File: src/rtl/imm_gen_pipe.sv
// Pipelined RISC-V immediate generator: decodes the immediate format of one
// instruction per cycle and presents it from a registered stage with a skid buffer.
module imm_gen_pipe #(
  parameter int unsigned XLEN = 32,
  parameter int unsigned SHW  = $clog2(XLEN)
) (
  input  logic            clk,
  input  logic            rst_n,
  input  logic            flush,
  input  logic            in_valid,
  output logic            in_ready,
  input  logic [31:0]     in_instr,
  output logic            out_valid,
  input  logic            out_ready,
  output logic [XLEN-1:0] out_imm,
  output logic [2:0]      out_fmt,
  output logic            out_illegal
);

  localparam int unsigned OPW = 7;
  localparam int unsigned F3W = 3;

  typedef enum logic [2:0] {
    FMT_NONE  = 3'd0,
    FMT_I     = 3'd1,
    FMT_S     = 3'd2,
    FMT_B     = 3'd3,
    FMT_U     = 3'd4,
    FMT_J     = 3'd5,
    FMT_SHAMT = 3'd6,
    FMT_ZIMM  = 3'd7
  } fmt_e;

  typedef struct packed {
    logic [XLEN-1:0] imm;
    fmt_e            fmt;
    logic            illegal;
  } entry_t;

  localparam logic [OPW-1:0] OP_LOAD   = 7'b0000011;
  localparam logic [OPW-1:0] OP_JALR   = 7'b1100111;
  localparam logic [OPW-1:0] OP_IMM    = 7'b0010011;
  localparam logic [OPW-1:0] OP_STORE  = 7'b0100011;
  localparam logic [OPW-1:0] OP_BRANCH = 7'b1100011;
  localparam logic [OPW-1:0] OP_LUI    = 7'b0110111;
  localparam logic [OPW-1:0] OP_AUIPC  = 7'b0010111;
  localparam logic [OPW-1:0] OP_JAL    = 7'b1101111;
  localparam logic [OPW-1:0] OP_SYSTEM = 7'b1110011;

  logic [OPW-1:0] opcode;
  logic [F3W-1:0] funct3;
  entry_t         dec;

  entry_t m_q, m_d;
  entry_t k_q, k_d;
  logic   m_valid_q, m_valid_d;
  logic   k_valid_q, k_valid_d;

  logic accept;
  logic pop;

  assign opcode = in_instr[6:0];
  assign funct3 = in_instr[14:12];

  // Combinational immediate decode of the incoming word
  always_comb begin
    dec         = '0;
    dec.fmt     = FMT_NONE;
    dec.illegal = 1'b0;
    case (opcode)
      OP_LOAD, OP_JALR: begin
        dec.fmt = FMT_I;
        dec.imm = XLEN'($signed(in_instr[31:20]));
      end
      OP_IMM: begin
        if (funct3 == 3'b001 || funct3 == 3'b101) begin
          dec.fmt = FMT_SHAMT;
          dec.imm = XLEN'(in_instr[20 +: SHW]);
        end else begin
          dec.fmt = FMT_I;
          dec.imm = XLEN'($signed(in_instr[31:20]));
        end
      end
      OP_STORE: begin
        dec.fmt = FMT_S;
        dec.imm = XLEN'($signed({in_instr[31:25], in_instr[11:7]}));
      end
      OP_BRANCH: begin
        dec.fmt = FMT_B;
        dec.imm = XLEN'($signed({in_instr[31], in_instr[7], in_instr[30:25],
                                 in_instr[11:8], 1'b0}));
      end
      OP_LUI, OP_AUIPC: begin
        dec.fmt = FMT_U;
        dec.imm = XLEN'($signed({in_instr[31:12], 12'b0}));
      end
      OP_JAL: begin
        dec.fmt = FMT_J;
        dec.imm = XLEN'($signed({in_instr[31], in_instr[19:12], in_instr[20],
                                 in_instr[30:21], 1'b0}));
      end
      OP_SYSTEM: begin
        if (funct3[2]) begin
          dec.fmt = FMT_ZIMM;
          dec.imm = XLEN'(in_instr[19:15]);
        end else begin
          dec.fmt = FMT_I;
          dec.imm = XLEN'($signed(in_instr[31:20]));
        end
      end
      default: begin
        dec.fmt     = FMT_NONE;
        dec.imm     = '0;
        dec.illegal = 1'b1;
      end
    endcase
  end

  // Ready depends on skid occupancy only, so it never loops back through out_ready
  assign in_ready = rst_n && !k_valid_q;
  assign accept   = in_valid && in_ready;
  assign pop      = m_valid_q && out_ready;

  // Main/skid next-state: flush wins, then pop refills M from K, then accept
  always_comb begin
    m_d       = m_q;
    k_d       = k_q;
    m_valid_d = m_valid_q;
    k_valid_d = k_valid_q;
    if (flush) begin
      m_valid_d = 1'b0;
      k_valid_d = 1'b0;
    end else begin
      if (pop) begin
        if (k_valid_q) begin
          m_d       = k_q;
          m_valid_d = 1'b1;
          k_valid_d = 1'b0;
        end else begin
          m_valid_d = 1'b0;
        end
      end
      if (accept) begin
        if (!m_valid_q || (pop && !k_valid_q)) begin
          m_d       = dec;
          m_valid_d = 1'b1;
        end else begin
          k_d       = dec;
          k_valid_d = 1'b1;
        end
      end
    end
  end

  always_ff @(posedge clk or negedge rst_n) begin
    if (!rst_n) begin
      m_q       <= '0;
      k_q       <= '0;
      m_valid_q <= 1'b0;
      k_valid_q <= 1'b0;
    end else begin
      m_q       <= m_d;
      k_q       <= k_d;
      m_valid_q <= m_valid_d;
      k_valid_q <= k_valid_d;
    end
  end

  assign out_valid   = m_valid_q;
  assign out_imm     = m_q.imm;
  assign out_fmt     = 3'(m_q.fmt);
  assign out_illegal = m_q.illegal;

endmodule

File: config.mk
export PLATFORM = sky130hd
export DESIGN_NAME = imm_gen_pipe
export DESIGN_NICKNAME = d
export VERILOG_FILES = /design/src/rtl/imm_gen_pipe.sv
export SDC_FILE = /design/constraint.sdc
export NUM_CORES = 1
export LEC_CHECK = 0
export BUFFER_PORTS_ARGS = -buffer_cell sky130_fd_sc_hd__buf_4
export CORE_MARGIN = 1
export CORE_UTILIZATION = 51
export CTS_BUF_LIST = sky130_fd_sc_hd__clkbuf_4
export CTS_CLUSTER_DIAMETER = 80
export DETAILED_ROUTE_END_ITERATION = 10
export MAX_ROUTING_LAYER = met4
export PLACE_DENSITY = 0.88
export SLEW_MARGIN = 10
export SYNTH_ARGS = -nofsm -noshare
export SYNTH_HDL_FRONTEND = slang
export SYNTH_SLANG_ARGS = --single-unit
File: constraint.sdc
create_clock -name clk -period 1.5 [get_ports clk]
set_input_delay 0.075 -clock clk [delete_from_list [all_inputs] [get_ports clk]]
set_output_delay 0.075 -clock clk [all_outputs]
set_load 0.05 [all_outputs]
* Word-level counts from Yosys, hierarchy flattened *
Cells that the tools add are included.
W data, S select, Z words.

storage, ports and cells
  bits in registers = 74
  latch bits = 0
  bits in writable memories = 0
  ROM bits = 0
  output and inout port bits = 38
  logic and storage cells = 50
  memories = 0

operators by class
  $add $sub $neg = 0
  $mul = 0
  divide/modulo/power cells = 0
  magnitude comparators = 0
  equality and inequality tests = 11
  shift-type cells = 0
  mux-type cells = 17
  bitwise gates (word level) = 2
  reduce and logical (&&, ||, !) cells = 12

operators with widths
  cell                  count
  $pmux W35 S7          1
  $mux W36              4
  $mux W35              2
  $eq A7 B7 Y1 const B  4
  $eq A7 B5 Y1 const B  2
  $eq A7 B6 Y1 const B  2
  $mux W1               10
  $reduce_or A9 Y1      1
  $eq A7 B2 Y1 const B  1
  $logic_and A1 B1 Y1   4
  $reduce_or A2 Y1      2
  $eq A3 B1 Y1 const B  1
  $eq A3 B3 Y1 const B  1
  $reduce_and A3 Y1     1
  $logic_not A1 Y1      2
  $logic_or A1 B1 Y1    2
  $not A1 Y1            2

* Depth between registers and ports, before layout *
Gate-level depths: netlist (run 1).

  depth after elaboration = 6
  gate-level depth with buffers = 7
  mapped depth without buffers = 5

* Worst setup path before layout (run 1) *
No wires, ideal clock.

  kind = register to register
  start point = register k_valid_q
  end point = register m_q, in the netlist out_imm[31]
  setup time = 0.082 ns
  arrival time = 2.035 ns
  data required time = 1.418 ns
  setup slack = -0.617 ns
  cell stages (with the launch flop) = 7
  buffers on the path = 1
  path through = dfrtp_1 -> nor2b_1 -> nand2_1 -> a211oi_2 -> buf_2 -> o21ai_0 -> a31oi_1

on the way
  elaborated cells between the ends (all ways) = 9

RTL lines
  what                    RTL line  RTL
  start, declared         57        logic k_valid_q, k_valid_d;
  start signal, assigned  165       k_valid_q <= k_valid_d;
  $logic_not A1 Y1        120       assign in_ready = rst_n && !k_valid_q;
  $logic_and A1 B1 Y1     120
  named net in_ready      11        output logic in_ready,
  $logic_and A1 B1 Y1     121       assign accept = in_valid && in_ready;
  $mux W36                143       if (accept) begin
  end signal, assigned    162       m_q <= m_d;
  end, declared           54        entry_t m_q, m_d;

The timed path passes the listed nets, and every way through them passes these cells.
A chain may end at the register's enable or synchronous reset.

* Worst setup path after layout (run 1) *
  start point = register k_valid_q
  end point = register k_q[24] (netlist bit)

on the way
  word-level cells in the longest chain between the ends = 5
  elaborated cells between the ends (all ways) = 7

RTL lines
  what                                  RTL line  RTL
  $logic_not A1 Y1 *                    120, 144
  $logic_and A1 B1 Y1                   144       if (!m_valid_q || (pop && !k_valid_q)) begin
  $logic_or A1 B1 Y1                    144
  $not A1 Y1 (no source line)           --
  $reduce_and A3 Y1 (no source line) *  --
  end signal, assigned                  163       k_q <= k_d;
  end, declared                         55        entry_t k_q, k_d;

Every way passes the cells marked *; elsewhere a longest branch is shown, timed or not.

==> results of run 1 <==
-- worst max-delay path by stage --
stage | start | endpoint | cells after the start | slack (ns)
global placement | in_instr[6] | k_q[25]$_DFFE_PN0P_ | 6 | -0.1
floorplan | k_valid_q$_DFF_PN0_ | out_imm[31]$_DFFE_PN0N_ | 6 | -0.08
detailed placement | in_instr[6] | k_q[24]$_DFFE_PN0P_ | 6 | -0.24
finish | k_valid_q$_DFF_PN0_ | k_q[24]$_DFFE_PN0P_ | 6 | -0.39
global route | k_valid_q$_DFF_PN0_ | k_q[24]$_DFFE_PN0P_ | 6 | -0.40
CTS | k_valid_q$_DFF_PN0_ | out_imm[22]$_DFFE_PN0N_ | 7 | -0.09
-- flip-flops by register name (all words and copies together), names as in the netlist --
| signal | count |
|---|---|
| k_valid_q | 1 |
| out_illegal | 1 |
| out_valid | 1 |
| out_fmt | 3 |
| out_imm | 32 |
| k_q | 36 |
-- power breakdown --
part / leakage [nW] / switching [mW] / internal, mW
registers: 0.950 / 0.211 / 2.22
logic: 1.36 / 1.10 / 0.672
clock network: 0.0722 / 0.779 / 0.516
total: 2.38 / 2.09 / 3.40
-- kinds of logic (layout without fill, tap and decap cells) --
family / count (synthesis) / in the layout / share of synthesized area, %
AND/OR/NAND/NOR: 133 / 133 / 18.48
AO/OA/AOI/OAI: 154 / 154 / 25.52
multiplexers: 1 / 1 / 0.2774
buffers and inverters: 31 / 170 / 4.404
flip-flops: 74 / 74 / 51.32
-- layer usage --
layer	GRT usage [%]	share of wire, %	wire (um)	up-vias
met3	5.871	9.5	1327	88
li1	-	-	-	1708
met2	48.05	48	6684	328
met4	12.42	5.6	784	0
met5	-	0	0	-
met1	43.35	37	5215	1961
-- worst max-delay path, stage by stage (launching register included) --
cell       delay, ns
dfrtp_1         0.43
nand4bb_4       0.24
nand3b_4        0.26
a21oi_4         0.17
buf_12          0.16
a21oi_1         0.05
a31oi_1         0.41
-- what timing repair did --
| item | CTS | global route |
|---|---|---|
| pin swaps | 0 | 23 |
| setup endpoints to repair | 62 | 72 |
| hold buffers | 23 | 0 |
| hold endpoints to repair | 125 | 0 |
| resized for setup | 3 | 107 |
| setup buffers | 0 | 4 |
| cloned | 0 | 5 |
-- layout make-up --
type	instances	area [sq um]
tap	96	120.1
clock buffer	10	75.07
fill	387	1270
timing repair buffer	152	1351
sequential	74	1853
multi-input combinational	288	2095
clock inverter	5	56.30
inverter	3	11.26
-- layout by cell type, fill, tap and decap left out, types with 3 or more instances in the layout --
cell type / n
nand4_1: 7
clkbuf_4: 10
buf_4: 114
nor2_4: 10
nand2_4: 6
nor2_2: 3
a21oi_2: 26
nand3_1: 4
a21oi_1: 35
dlygate4sd3_1: 23
clkbuf_16: 3
and3_1: 3
a31oi_1: 13
o21ai_2: 6
o22ai_2: 13
o21ai_1: 12
nor2b_1: 4
o22ai_1: 12
a22oi_2: 6
nand2_1: 66
buf_12: 7
dfrtp_1: 73
buf_6: 4
o22ai_4: 4
o21ai_0: 12
inv_1: 3
nor2_1: 7
==> results by group, run 1 <==
Outcome
  • Status: complete, but fails checks
  • Violated checks: setup timing

Final layout
  • Finished Layout Cells: 628
  • Final instance area: 5562 sq um
  • Antenna diode count: 0
  • Final nets: 565
  • Final core area utilization: 81.41%
  • Area delta synth->final: 54.13%
  • Layout cells sized above 1: 44.74%

Timing
  • Hold slack: 0.03970 ns
  • Endpoints failing hold: 0
  • Setup ws final: -0.3888 ns
  • Relative slew slack: 38.33%
  • # setup viols final: 62
  • Highest Clock Rate: 529.4 MHz
  • Setup_tns: -8.937 ns
  • Pins Over Slew Limit: 0
  • Clock period minus final worst setup slack: 1.889 ns
  • Fin crit share: 125.9%
  • Slew @ Worst Pin: 0.9251 ns
  • Clock skew: 0.03205 ns
  • RSZ-0062 raised after global routing: yes

Synth
  • Yosys cell types: 47
  • Yosys top cell by area: dfrtp_1
  • Post-synthesis register bit count: 74
  • Post-Synthesis Cell Area: 3608 sq um
  • Ys async rst share: 100.0%
  • Most instantiated cells after synthesis: 74 x dfrtp_1, 74 x nand2_1, 61 x a21oi_1, 29 x o22ai_1, 19 x buf_2
  • Top cells by area, synth: dfrtp_1 51%, a21oi_1 8.5%, nand2_1 7.7%
  • Register area share after synthesis: 51.32%
  • Mapped Avg Cell Area: 9.182 sq um
  • Post-synth EDFFs: 0
  • Synth top area share: 51.32%
  • Post-Synthesis Cells: 393
  • Top_reg_cell synth: dfrtp_1
  • Synthesis warning total: 0
  • Synthesized net count: 430

Detailed routing
  • Drt first pass iters: 6
  • DRC viols: 0
  • Vias/cell: 6.505
  • Routed wire length: 14010 um
  • Vias after detailed routing: 4085
  • 1st-iter DRT viols: 514
  • Post-route ant nets: 0
  • Drt wl/cell: 22.31 um

Floorplan
  • Die H: 86.12 um
  • Initial cell density of the core: 52.82%
  • Die Wd: 86.12 um
  • Core area: 6832 sq um
  • IO Count: 75
  • Die area: 7416 sq um
  • # rows: 30

Clock network
  • CTS Root Cell: clkbuf_4
  • Clock slew at reported path FFs: 0.15 ns
  • Clk sink count: 74
  • CTS H-tree depth: 3
  • Num CTS Buffers: 9
  • CTS tree: built
  • Clk buf depth: 2
  • Clk_lat worst skew: 0.45 ns

Critical path
  • Worst path required time: 1.79 ns
  • Critical path class: register to register
  • Worst R2R Path Depth: 6
  • CP Max Fanout: 12
  • R2r setup slk: -0.39 ns
  • Critical Path AT: 2.18 ns
  • Worst r2r src: k_valid_q$_DFF_PN0_
  • Crit end category: register
  • Reg-to-reg endpoint: k_q[24]$_DFFE_PN0P_
  • Worst setup SP type: register

Worst hold path
  • Hold path cells: 3
  • Hold Crit Class: input pin to register
  • Hold endpoint: k_q[35]$_DFFE_PN0P_
  • HP Start: in_instr[31]

Global routing
  • First-pass GRT wire length: 17730 um
  • Maximum number of pins on one net before global-route repair: 74
  • Vias in the first global route: 3639
  • Initial antenna violation count: 0
  • Total grt overflow: 0
  • Gr usage total: 32.02%

Place
  • Pre-CTS setup slack: -0.2364 ns
  • Buffers added on ports: 74
  • Area of placed instances: 4566 sq um
  • HPWL after detailed placement: 7437 um
  • Inst Count DP: 581
  • Final GP Congestion: 1.018

Power and ir drop
  • Total power: 5.491 mW
  • Pwr/cell area: 987.4 nW/um^2
  • Peak supply drop: 630.8 uV
  • Leak: 2.380 nW

Run
  • Max-Cap Viols: 0
Power figures use the tool's default switching activity.
==> run 2, diff against run 1 <==
CORE_ASPECT_RATIO = 0.7   (was not set)
CORE_UTILIZATION = 55   (was 51)
PLACE_DENSITY = 0.9   (was 0.88)
clock period = 1.9 ns   (was 1.5 ns; I/O delays follow)
==> results by group, run 2 (synthesis gave the netlist of run 1 again) <==
Final layout
  • Area delta synth->final: 27.22% (was 54.13%)
  • Layout cells sized above 1: 23.78% (was 44.74%)
  • # fillers: 464 (was 387)
  • Final nets: 524 (was 565)
  • Most frequent cells in the layout: 87 x buf_4, 74 x nand2_1, 74 x dfrtp_1 (was 114 x buf_4, 73 x dfrtp_1, 66 x nand2_1)
  • Top reg by flops: k_q (unchanged)
  • Max reg flops: 36 (unchanged)
  • Sequential Area: 1852 sq um (was 1853 sq um)
  • Commonest non-fill, non-tap cell in the layout: buf_4 (unchanged)
  • Antenna diode count: 0 (unchanged)
  • Area of the multi-input gates: 1608 sq um (was 2095 sq um)

Place
  • HPWL after detailed placement: 6946 um (was 7437 um)
  • Buffers added on ports: 74 (unchanged)
  • Final GP Congestion: 0.9763 (was 1.018)

Critical path
  • Worst setup SP type: register (unchanged)
  • Worst path required time: 2.21 ns (was 1.79 ns)
  • Critical path class: register to register (unchanged)
  • CP Max Fanout: 21 (was 12)
  • Crit path largest cell delay: 0.53 ns (was 0.43 ns)
  • CP cell instances: nand4b_1, buf_12, o22ai_1, a21oi_1 (was nand4bb_4, nand3b_4, a21oi_4, buf_12, a21oi_1, a31oi_1)
  • Slowest-stage cell, CP: dfrtp_1 (unchanged)
  • Critical Path AT: 2.07 ns (was 2.18 ns)
  • Crit path max-delay family: flip-flops (was compound AO/OA/AOI/OAI gates)
  • Worst path buffer plus inverter count: 1 (unchanged)
  • Crit end category: register (unchanged)

Global routing
  • Vias in the first global route: 3320 (was 3639)
  • Initial antenna violation count: 0 (unchanged)
  • First-pass GRT wire length: 16550 um (was 17730 um)
  • Total grt overflow: 0 (unchanged)
  • Maximum number of pins on one net before global-route repair: 49 (was 74)
  • Gr usage total: 32.35% (was 32.02%)

Detailed routing
  • Top Metal Used: met4 (unchanged)
  • Post-route ant nets: 0 (unchanged)
  • M1 wire length: 4484 um (was 5215 um)
  • 1st-iter DRT viols: 342 (was 514)
  • DRC viols: 0 (unchanged)
  • Vias after detailed routing: 3549 (was 4085)
  • Vias/cell: 6.226 (was 6.505)
  • Detailed route wirelength on metal2: 4577 um (was 6684 um)
  • Met3 WL post-DR: 1011 um (was 1327 um)
  • Drt wl/cell: 17.87 um (was 22.31 um)
  • Drt first pass iters: 5 (was 6)
  • Routed wire length: 10180 um (was 14010 um)

Outcome
  • Status: finished, final reports clean (was complete, but fails checks)

Floorplan
  • Die area: 6894 sq um (was 7416 sq um)
  • Die H: 69.77 um (was 86.12 um)
  • IO Count: 75 (unchanged)
  • Die Wd: 98.81 um (was 86.12 um)
  • Initial cell density of the core: 57.50% (was 52.82%)
  • Core area: 6276 sq um (was 6832 sq um)
  • # rows: 24 (was 30)

Clock network
  • Clock slew at reported path FFs: 0.12 ns (was 0.15 ns)
  • Clk buf depth: 2 (unchanged)
  • Post-CTS setup buffers: 0 (unchanged)
  • CTS tree: built (unchanged)
  • Clk_lat worst skew: 0.42 ns (was 0.45 ns)
  • CTS Root Cell: clkbuf_4 (unchanged)
  • CTS H-tree depth: 3 (unchanged)
  • Clk sink count: 74 (unchanged)
  • Num CTS Buffers: 9 (unchanged)

Power and ir drop
  • Pwr/cell area: 831.9 nW/um^2 (was 987.4 nW/um^2)
  • Total power: 3.819 mW (was 5.491 mW)
  • Peak supply drop: 624.3 uV (was 630.8 uV)
  • Leak: 1.988 nW (was 2.380 nW)

Timing
  • Clock period minus final worst setup slack: 1.755 ns (was 1.889 ns)
  • Slew @ Worst Pin: 0.6102 ns (was 0.9251 ns)
  • # setup viols final: 0 (was 62)
  • Highest Clock Rate: 569.7 MHz (was 529.4 MHz)
  • Relative slew slack: 59.32% (was 38.33%)
  • Endpoints failing hold: 0 (unchanged)
  • Clock skew: 0.009571 ns (was 0.03205 ns)
  • Fin crit share: 92.39% (was 125.9%)
  • RSZ-0062 raised after global routing: no (was yes)
  • Pins Over Slew Limit: 0 (unchanged)
  • Setup_tns: 0 ns (was -8.937 ns)
  • Hold slack: 0.03140 ns (was 0.03970 ns)

Run
  • Max-Cap Viols: 0 (unchanged)

Worst hold path
  • Hold Crit Class: input pin to register (unchanged)
## run 2: worst paths after layout
path,slack [ns],cells after the start,startpoint,endpoint
max in group asynchronous,1.12,3,rst_n,out_imm[23]$_DFFE_PN0N_
min reg2reg,0.50,2,k_q[3]$_DFFE_PN0P_,k_q[3]$_DFFE_PN0P_
max,0.14,4,out_valid$_DFF_PN0_,out_imm[28]$_DFFE_PN0N_
max reg2reg,0.14,4,out_valid$_DFF_PN0_,out_imm[28]$_DFFE_PN0N_
min in group asynchronous,0.23,3,rst_n,k_q[9]$_DFFE_PN0P_
min,0.03,3,in_instr[31],k_q[35]$_DFFE_PN0P_
## run 2: layout make-up
class / count / share of cell area [%]
Clock buffer: 10 / 1.635
Clock inverter: 6 / 0.7359
Inverter: 3 / 0.2453
Multi-Input combinational cell: 288 / 35.02
Sequential cell: 74 / 40.34
Tap cell: 78 / 2.126
Timing Repair Buffer: 111 / 19.90
## run 2: power breakdown
group | total, mW | switching, mW | leakage [nW] | internal, mW
clock | 0.820 | 0.548 | 0.0596 | 0.272
sequential | 1.87 | 0.117 | 0.952 | 1.75
combinational | 1.13 | 0.758 | 0.977 | 0.376
total | 3.82 | 1.42 | 1.99 | 2.40
## run 2: worst register-to-register path, cell delays in order (launching register included)
cell and delay [ns]:
dfrtp_1 0.53, nand4b_1 0.51, buf_12 0.36, o22ai_1 0.20, a21oi_1 0.07
## run 2: repair_timing
action	in CTS	in global routing
endpoints found under the hold margin	126	0
setup endpoints to repair	0	0
gates resized for setup	0	0
hold buffers	22	0
## run 2: stage by stage
stage / cells / util (%) / setup WS (ns) / instance area, sq um
2_1_floorplan: 393 / - / 0.09279 / 3611
3_3_place_gp: 532 / 67.90 / 0.2725 / 4262
3_5_place_dp: 532 / 67.90 / 0.2068 / 4262
4_1_cts: 570 / 73.15 / 0.1947 / 4591
5_1_grt: 570 / 73.15 / 0.01945 / 4591
6_report: 570 / 73.15 / 0.1446 / 4591
## run 2: layer usage
| metal | up-vias | GRT usage (%) |
|---|---|---|
| li1 | 1621 | - |
| met1 | 1711 | 46.96 |
| met2 | 203 | 46.08 |
| met3 | 14 | 8.367 |
| met4 | 0 | 6.633 |
| met5 | - | - |
